`config.mk`:
```
export PLATFORM = sky130hd
export DESIGN_NAME = reverse_dabble
export DESIGN_NICKNAME = d
export VERILOG_FILES = /design/src/rtl/reverse_dabble_pkg.sv /design/src/rtl/reverse_dabble_bcd_nibble_adjust.sv /design/src/rtl/reverse_dabble.sv
export SDC_FILE = /design/constraint.sdc
export NUM_CORES = 1
export LEC_CHECK = 0
export ABC_AREA = 0
export CORE_ASPECT_RATIO = 1.5
export CORE_UTILIZATION = 54
export CTS_BUF_LIST = sky130_fd_sc_hd__clkbuf_4
export DETAILED_ROUTE_END_ITERATION = 10
export PLACE_DENSITY = 0.81
export SYNTH_ARGS = -nofsm -noshare
export SYNTH_HDL_FRONTEND = slang
export SYNTH_HIERARCHICAL = 1
export SYNTH_SLANG_ARGS = --single-unit
```
`constraint.sdc`:
```
create_clock -name clk -period 2.2 [get_ports clk]
set_clock_uncertainty 0.2 [all_clocks]
set_input_delay 0.55 -clock clk [delete_from_list [all_inputs] [get_ports clk]]
set_output_delay 0.55 -clock clk [all_outputs]
set_load 0.03 [all_outputs]
```
`src/rtl/reverse_dabble_pkg.sv`:
```
// Shared calculator definitions: converter FSM states, BCD digit limit and
// the result-width helper used for elaboration-time sanity checks.
package reverse_dabble_pkg;

  typedef enum logic [1:0] {
    IDLE = 2'd0,
    CONV = 2'd1,
    DONE = 2'd2
  } state_t;

  localparam logic [3:0] MAX_DIGIT = 4'd9;

  // Smallest binary width able to hold 10^digits - 1.
  function automatic int min_bin_w(input int digits);
    longint unsigned max_val;
    int w;
    max_val = 1;
    for (int i = 0; i < digits; i++) begin
      max_val = max_val * 10;
    end
    max_val = max_val - 1;
    w = 0;
    while (max_val != 0) begin
      w++;
      max_val = max_val >> 1;
    end
    return w;
  endfunction

endpackage

```
`src/rtl/reverse_dabble_bcd_nibble_adjust.sv`:
```
// Per-digit correction for the shift-right BCD-to-binary step: a nibble that
// reached 8 or more after the shift holds a borrowed "ten" and loses 3.
module bcd_nibble_adjust (
  input  logic [3:0] nib,
  output logic [3:0] adj
);

  assign adj = (nib >= 4'd8) ? (nib - 4'd3) : nib;

endmodule

```
`src/rtl/reverse_dabble.sv`:
```
// Sequential packed-BCD to unsigned binary converter (reverse double dabble).
// One shift/correct iteration per clock; start/done handshake; err flags any
// captured digit above 9, in which case the result is forced to 0.
//
// state | meaning
// IDLE  | waiting for start; binary/err hold the last result
// CONV  | one shift-right + nibble correction per cycle, BIN_W iterations
// DONE  | done pulse; binary/err were loaded on entry to this state
module reverse_dabble
  import reverse_dabble_pkg::*;
#(
  parameter int DIGITS = 2,
  parameter int BIN_W  = 7
) (
  input  logic                clk,
  input  logic                rst,
  input  logic                start,
  input  logic [4*DIGITS-1:0] bcd_in,
  output logic                busy,
  output logic                done,
  output logic [BIN_W-1:0]    binary,
  output logic                err
);

  localparam int TW    = 4 * DIGITS;
  localparam int CNT_W = $clog2(BIN_W + 1);

  if (BIN_W < min_bin_w(DIGITS)) begin : g_bin_w_check
    $error("reverse_dabble: BIN_W cannot hold 10^DIGITS - 1");
  end

  state_t             state_q, state_d;
  logic [TW-1:0]      t_q, t_shift, t_adj;
  logic [BIN_W-1:0]   r_q, r_shift;
  logic [CNT_W-1:0]   cnt_q;
  logic [BIN_W-1:0]   binary_q;
  logic               err_q;
  logic               digit_bad;
  logic               last_iter;

  assign {t_shift, r_shift} = {t_q, r_q} >> 1;

  for (genvar g = 0; g < DIGITS; g++) begin : g_adj
    bcd_nibble_adjust u_adj (
      .nib (t_shift[4*g +: 4]),
      .adj (t_adj[4*g +: 4])
    );
  end

  // Flag any input nibble that is not a decimal digit.
  always_comb begin
    digit_bad = 1'b0;
    for (int i = 0; i < DIGITS; i++) begin
      if (bcd_in[4*i +: 4] > MAX_DIGIT) digit_bad = 1'b1;
    end
  end

  assign last_iter = (cnt_q == CNT_W'(BIN_W - 1));

  // Next-state logic; invalid digits skip straight to DONE.
  always_comb begin
    state_d = state_q;
    case (state_q)
      IDLE:    if (start) state_d = digit_bad ? DONE : CONV;
      CONV:    if (last_iter) state_d = DONE;
      DONE:    state_d = IDLE;
      default: state_d = IDLE;
    endcase
  end

  // State register.
  always_ff @(posedge clk) begin
    if (rst) state_q <= IDLE;
    else     state_q <= state_d;
  end

  // Datapath: capture, iterate, and load the result on the way into DONE.
  always_ff @(posedge clk) begin
    if (rst) begin
      t_q      <= '0;
      r_q      <= '0;
      cnt_q    <= '0;
      binary_q <= '0;
      err_q    <= 1'b0;
    end else begin
      case (state_q)
        IDLE: begin
          if (start) begin
            t_q   <= bcd_in;
            r_q   <= '0;
            cnt_q <= '0;
            if (digit_bad) begin
              binary_q <= '0;
              err_q    <= 1'b1;
            end
          end
        end
        CONV: begin
          t_q   <= t_adj;
          r_q   <= r_shift;
          cnt_q <= cnt_q + 1'b1;
          if (last_iter) begin
            binary_q <= r_shift;
            err_q    <= 1'b0;
          end
        end
        default: ;
      endcase
    end
  end

  assign busy   = (state_q != IDLE);
  assign done   = (state_q == DONE);
  assign binary = binary_q;
  assign err    = err_q;

endmodule

```
After elaboration in Yosys (flattened, before gate mapping):

Index checks and enable logic that the tools add are counted.

* output and inout bits: 10
* input port bits: 11
* bits in registers: 28

* add/sub/neg operators: 3
* equal/unequal tests: 6
* multiplexer cells: 22
* magnitude comparators: 4
* reductions and logical operators: 6

Operators with widths (count)
* $mux 7: 4
* $pmux 7 s2: 2
* $pmux 8 s2: 1
* $gt 4x4->1 const B: 2
* $mux 4: 2
* $mux 8: 1
* $mux 2: 3
* $ne 2x2->1 const B: 3
* $pmux 3 s2: 1
* $mux 1: 5
* $ge 3x4->1 const B: 1
* $ge 4x4->1 const B: 1
* $pmux 2 s2: 1
* $reduce_and 2->1: 2
* $reduce_and 4->1: 1
* $reduce_bool 2->1: 2
* $sub 3x2->4 const B: 1
* $sub 4x2->4 const B: 1
* $add 3x1->3 const B: 1
* $eq 3x3->1 const B: 1
* $mux 3: 1
* $eq 2x1->1 const B: 1
* $eq 2x2->1 const B: 1
* $logic_not 2->1: 1
* $pmux 1 s2: 1

Depth between registers and ports, before layout:

Gate-level depths: netlist (run 1).

* word-level depth: 6
* depth in mapped cells: 6
* depth with buffers taken out: 6

Cells and area by module:

The synthesis (run 1) kept the hierarchy.

By module, submodules not included
* reverse_dabble: cells an instance 124, area each 1138.6 sq um, times used 1
* bcd_nibble_adjust: cells an instance 11, area each 76.3 sq um, times used 2

Least setup slack after synthesis (run 1):

Ideal clock, no wire load.

* path kind: input to register
* from: in bcd_in[6]
* to: reg binary_q[0], in the netlist binary[0]
* arrival time: 1.401 ns
* slack: 0.539 ns
* buffers on the path: 0
* cell stages on the path: 4
* cells stage by stage: o21ai_0 > nand2_1 > o311ai_4 > a22o_1

* cells in the longest elaborated chain, start to end: 4

RTL lines
* start, declared: line reverse_dabble.sv:18 `input logic [4*DIGITS-1:0] bcd_in,`
* $gt 4x4->1: line reverse_dabble.sv:54 `if (bcd_in[4*i +: 4] > MAX_DIGIT) digit_bad = 1'b1;`
* $mux 1: line reverse_dabble.sv:54
* $ne 2x2->1 (no line)
* $reduce_and 4->1 (no line)
* end signal, assigned: line reverse_dabble.sv:103 `binary_q <= r_shift;`
* end, declared: line reverse_dabble.sv:36 `logic [BIN_W-1:0] binary_q;`

No other way between the ends.
A chain may end at the register's enable or synchronous reset.

Worst setup path after layout (run 1):

* from: reg err_q, in the netlist err
* to: out err

RTL lines
* start, declared: line reverse_dabble.sv:37 `logic err_q;`
* start signal, assigned: line reverse_dabble.sv:84 `err_q <= 1'b0;`
* start signal, assigned: line reverse_dabble.sv:94 `err_q <= 1'b1;`
* start signal, assigned: line reverse_dabble.sv:104 `err_q <= 1'b0;`
* end, declared: line reverse_dabble.sv:22 `output logic err`

No word-level cell between the ends.

==> results_dict.tcl, run 1 <==
set metrics [dict create \
    path_clk_slew_ns 0.15 \
    overflow 0 \
    cpLargestDelayFamily "buffers and inverters" \
    h-tree-depth 1 \
    drt-total-wl_um 2610 \
    hold_viol 0 \
    path_max_fanout 2 \
    drtIter0Drc 49 \
    antenna_found_initial 0 \
    cts_buffers 3 \
    status "complete, no violations" \
    synth_warnings 6 \
    place.gp.congestion 0.846 \
    critPathSlowestCell "clkdlybuf4s50_1" \
    die_x_um 41.9 \
    nets 190 \
    start_kind "register" \
    crit_buf_inv 1 \
    root_buffer "clkbuf_4" \
    io_buffers 20 \
    netlist_area_mm2 0.00129 \
    multi_input_area_um2 699 \
    dr.pass1.iters 4 \
    antenna_left 0 \
    min_from "binary[6]" \
    synth_top_family_by_area "simple AND/OR/NAND/NOR gates" \
    synth_fa_ha_area_frac 0.0581 \
    slew_viol_final 0 \
    die_h_um 61.9 \
    placed_area_mm2 0.00153 \
    finalCritPeriodShare 0.975 \
    drive_above_1_share 0.110 \
    grt_max_degree 18 \
    final-setup-viol-count 0 \
    drcViolationCount 0 \
    path_cells "clkdlybuf4s50_1" \
    tns_ns 0 \
    cap_violations 0 \
    synth_xor_area_frac 0.0271 \
    grt_pass1_wl_um 4420 \
    cts_tree "done" \
    grt_pass1_vias 1062 \
    endpoint_kind "output port" \
    clk_path_buf_depth 2 \
    seqCellArea_um2 541 \
    yosys.area_share.simple 0.218 \
    ys_seq_elements 27 \
    dp_hpwl_um 2020 \
    area_delta_synth_final_pct 20.8 \
    worst_ep_arrival_time_ns 1.40 \
    rows 21 \
    grt_util_all_layers 0.221 \
    required_ns 1.45 \
    hold_buffers 0 \
    cp_slowest_stage_delay_ns 0.68 \
    final_cell_mix "27 x dfxtp_1, 21 x nor2_1, 21 x nand2_1" \
    clk_latency_ns 0.33 \
    mostFrequentLayoutCell "dfxtp_1" \
    period_minus_slack_ns 2.15 \
    critPathKind "reg2out" \
    ys_types 35 \
    synth_seq_area_share 0.419 \
    critPathLaunch "err" \
    final_util 0.699 \
    synth_area_per_cell_um2 8.84 \
    vdd_drop_max_uv 377 \
    vias 1112 \
    die-area_mm2 0.00259 \
    syn_inst 146 \
    ios 21 \
    drt-wirelength-per-cell_um 13.4 \
    vias_per_cell 5.70 \
    core_area_mm2 0.00223 \
    start_util 0.578 \
    synth_compound_area_frac 0.215 \
    antenna_cells 0 \
    clock-sinks 27 \
    reg2reg_from "cnt_q[0]" \
    cts_resized 2 \
    design_area_mm2 0.00156 \
    hp-class "reg2reg" \
    leakagePower_nw 0.627 \
    synth_mux_area_frac 0.00872 \
    rsz0062_at_grt "false" \
    nFillCells 184 \
    power_density_mw_per_mm2 600 \
    post-cts-setup-buffers 0 \
    max_freq_mhz 466 \
]
power breakdown:
group | switching (mW) | leakage, nW | internal, mW | total, mW
logic | 0.101 | 0.393 | 0.0801 | 0.181
registers | 0.0237 | 0.220 | 0.511 | 0.535
clock network | 0.151 | 0.0139 | 0.0696 | 0.221
state kept, by name (all words and copies together) (netlist names):
signal / count
binary: 7
state_q: 2
t_q: 8
err: 1
cnt_q: 3
r_q: 6
synth_stat cells:
| cell type | count | area, um2 |
|---|---|---|
| dfxtp_1 | 27 | 541 |
| nand2_1 | 21 | 78.8 |
| nor2_1 | 21 | 78.8 |
| a311oi_1 | 8 | 70.1 |
| a22o_1 | 7 | 61.3 |
| a22oi_1 | 7 | 52.6 |
| ha_1 | 6 | 75.1 |
| inv_1 | 5 | 18.8 |
| a21oi_1 | 4 | 20.0 |
| buf_2 | 4 | 20.0 |
| nand2b_1 | 4 | 25.0 |
| o21ai_0 | 4 | 20.0 |
| nor2b_1 | 3 | 18.8 |
| or2_2 | 2 | 12.5 |
| xnor2_1 | 2 | 17.5 |
| xor2_1 | 2 | 17.5 |
| a211oi_1 | 1 | 7.51 |
| a32oi_1 | 1 | 8.76 |
| and2b_1 | 1 | 7.51 |
| and2b_2 | 1 | 8.76 |
| and3_4 | 1 | 11.3 |
| buf_1 | 1 | 3.75 |
| buf_4 | 1 | 7.51 |
| buf_6 | 1 | 11.3 |
| clkbuf_2 | 1 | 5.00 |
| conb_1 | 1 | 3.75 |
| mux2_2 | 1 | 11.3 |
| nand3_1 | 1 | 5.00 |
| nor2_2 | 1 | 6.26 |
| nor2_4 | 1 | 11.3 |
| o21ai_1 | 1 | 5.00 |
| o22ai_1 | 1 | 6.26 |
| o311ai_4 | 1 | 26.3 |
| or2_1 | 1 | 6.26 |
| or3_4 | 1 | 11.3 |
through the flow:
stage,worst slack [ns],total power [mW],hold slack (ns),instances
final,0.0542,0.937,0.295,195
after global routing,0.0201,0.975,0.320,195
after CTS,0.0636,0.934,0.300,195
after detailed placement,-0.117,0.727,0.267,191
after global placement,-0.0400,0.716,0.262,191
after floorplan,0.539,0.667,0.243,150
layer usage:
layer,up-vias,share of wire,track usage
li1,550,-,-
met1,527,0.43,0.238
met2,29,0.51,0.426
met3,6,0.038,0.0318
met4,0,0.018,0.106
met5,-,0,0
final timing paths:
kind,endpoint,slack [ns],cells after the start
setup / recovery,err,0.05,1
hold / removal,binary[6],0.29,1
setup reg to reg,binary[2],0.38,6
hold reg to reg,binary[6],0.29,1
area by class of cell:
class	count	share of cell area
timing repair buffer	26	0.156
multi-input combinational	110	0.448
clock buffer	3	0.0144
sequential	27	0.346
clock inverter	1	0.00481
inverter	5	0.0120
tap	23	0.0184
worst register-to-register path, stage by stage (launching register included):
cell	delay, ns
dfxtp_1	0.43
inv_1	0.07
ha_1	0.22
and3_4	0.20
or3_4	0.34
o311ai_4	0.11
a22o_1	0.20
logic make-up after synthesis:
family,Yosys count
adders and majority gates,6
muxes,1
and+or+nand+nor,59
other,1
buffers and inverters,13
DFF,27
xor gates and xnor gates,4
AOI/OAI and AO/OA,35
Note: power is estimated with default switching activity, not from simulation.
==> inputs of run 2 (changes only) <==
--- a/config.mk
+++ b/config.mk
@@ -11,6 +11,7 @@
 export CTS_BUF_LIST = sky130_fd_sc_hd__clkbuf_4
 export DETAILED_ROUTE_END_ITERATION = 10
 export PLACE_DENSITY = 0.81
+export REMOVE_ABC_BUFFERS = 1
 export SYNTH_ARGS = -nofsm -noshare
 export SYNTH_HDL_FRONTEND = slang
 export SYNTH_HIERARCHICAL = 1
==> results_dict.tcl, run 2 (synthesized netlist as in run 1, its figures left out) <==
set metrics [dict create \
    io_buffers 20 \
    overflow 0 \
    grt_pass1_vias 979 \
    mostFrequentLayoutCell "dfxtp_1" \
    cp_slowest_stage_delay_ns 0.67 \
    power_density_mw_per_mm2 592 \
    dr.pass1.iters 4 \
    max_freq_mhz 479 \
    clock-sinks 27 \
    die_h_um 61.9 \
    critPathLaunch "err" \
    swShare 0.283 \
    clk_path_buf_depth 2 \
    cts_resized 2 \
    hold_end "binary[6]" \
    hp-class "reg2reg" \
    total_power_mw 0.918 \
    hold_viol 0 \
    cts_buffers 3 \
    status "complete, no violations" \
    critPathKind "reg2out" \
    p_seq_frac 0.581 \
    rsz0062_at_grt "false" \
    core_area_mm2 0.00223 \
    drive_above_1_share 0.105 \
    root_buffer "clkbuf_4" \
    post-cts-setup-buffers 0 \
    die_x_um 41.9 \
    p_comb_frac 0.193 \
    ios 21 \
    p_switching_mw 0.260 \
    drt-wirelength-per-cell_um 12.5 \
    cap_violations 0 \
    antenna_left 0 \
    antenna_cells 0 \
    whs_path_depth 1 \
    min_from "binary[6]" \
    period_minus_slack_ns 2.09 \
    critPathSlowestCell "clkdlybuf4s50_1" \
    dp_hpwl_um 1830 \
    p_int_mw 0.658 \
    path_cells "clkdlybuf4s50_1" \
    antenna_found_initial 0 \
    cpLargestDelayFamily "buffers and inverters" \
    rows 21 \
    vias_per_cell 5.56 \
    tns_ns 0 \
    reg2reg_to "binary[5]" \
    placed_area_mm2 0.00153 \
    path_max_fanout 2 \
    clockPowerShare 0.226 \
    design_area_mm2 0.00155 \
    start_util 0.578 \
    worst_ep_arrival_time_ns 1.34 \
    nets 189 \
    regMostFlops "t_q" \
    final-setup-viol-count 0 \
    clk_latency_ns 0.31 \
    h-tree-depth 1 \
    reg2reg_from "cnt_q[0]" \
    final_cell_mix "27 x dfxtp_1, 21 x nor2_1, 21 x nand2_1" \
    leakagePower_nw 0.626 \
    vias 1078 \
    place.gp.congestion 0.865 \
    required_ns 1.45 \
    cts_tree "done" \
    ff2ff_setup_slack_ns 0.42 \
    largest_reg_flops 8 \
    path_clk_slew_ns 0.14 \
    drt-total-wl_um 2420 \
    die-area_mm2 0.00259 \
    vdd_drop_max_uv 567 \
    slew_viol_final 0 \
    grt_max_degree 18 \
    crit_buf_inv 1 \
    area_delta_synth_final_pct 20.1 \
    grt_pass1_wl_um 4020 \
    start_kind "register" \
    drtIter0Drc 35 \
    drcViolationCount 0 \
    grt_util_all_layers 0.197 \
    reg2reg_depth 6 \
    endpoint_kind "output port" \
    finalCritPeriodShare 0.950 \
    hold_buffers 0 \
]
[run 2: final cells by class]
type	instances	area (um2)
fillers	180	683
inverters	5	18.8
flip-flops and latches	27	541
clock inverters	1	5.00
multi-input cells	110	699
clock buffers	3	22.5
well taps	23	28.8
repair buffers	25	235
[run 2: power groups by stage]
stage               logic [mW]  clock network (mW)  registers, mW
global placement         0.173                   0          0.543
finish                   0.177               0.207          0.533
CTS                      0.178               0.211          0.533
detailed placement       0.179                   0          0.544
global route             0.200               0.234          0.537
floorplan                0.107                   0          0.546
[run 2: worst max path at each step]
stage / cells after the start / endpoint / slack [ns]
3_3_place_gp: 5 / binary[0] / -0.02
5_1_grt: 1 / binary[1] / 0.04
3_5_place_dp: 5 / binary[5] / -0.07
2_1_floorplan: 4 / binary[0] / 0.54
6_report: 1 / err / 0.11
4_1_cts: 1 / binary[5] / 0.10
[run 2: metrics by stage]
step | util | hold slack, ns | instances | setup slack (ns)
final | 0.694 | 0.295 | 194 | 0.110
after global placement | 0.683 | 0.262 | 190 | -0.0216
after CTS | 0.694 | 0.300 | 194 | 0.102
after floorplan | - | 0.243 | 142 | 0.539
after detailed placement | 0.683 | 0.267 | 190 | -0.0688
after global routing | 0.694 | 0.314 | 194 | 0.0445
[run 2: per-layer routing]
metal,vias to the layer above,share of wire,GRT usage
met5,-,0,0
met4,0,0.0083,0.0599
met2,24,0.53,0.402
met1,505,0.42,0.204
li1,547,-,-
met3,2,0.035,0.0347
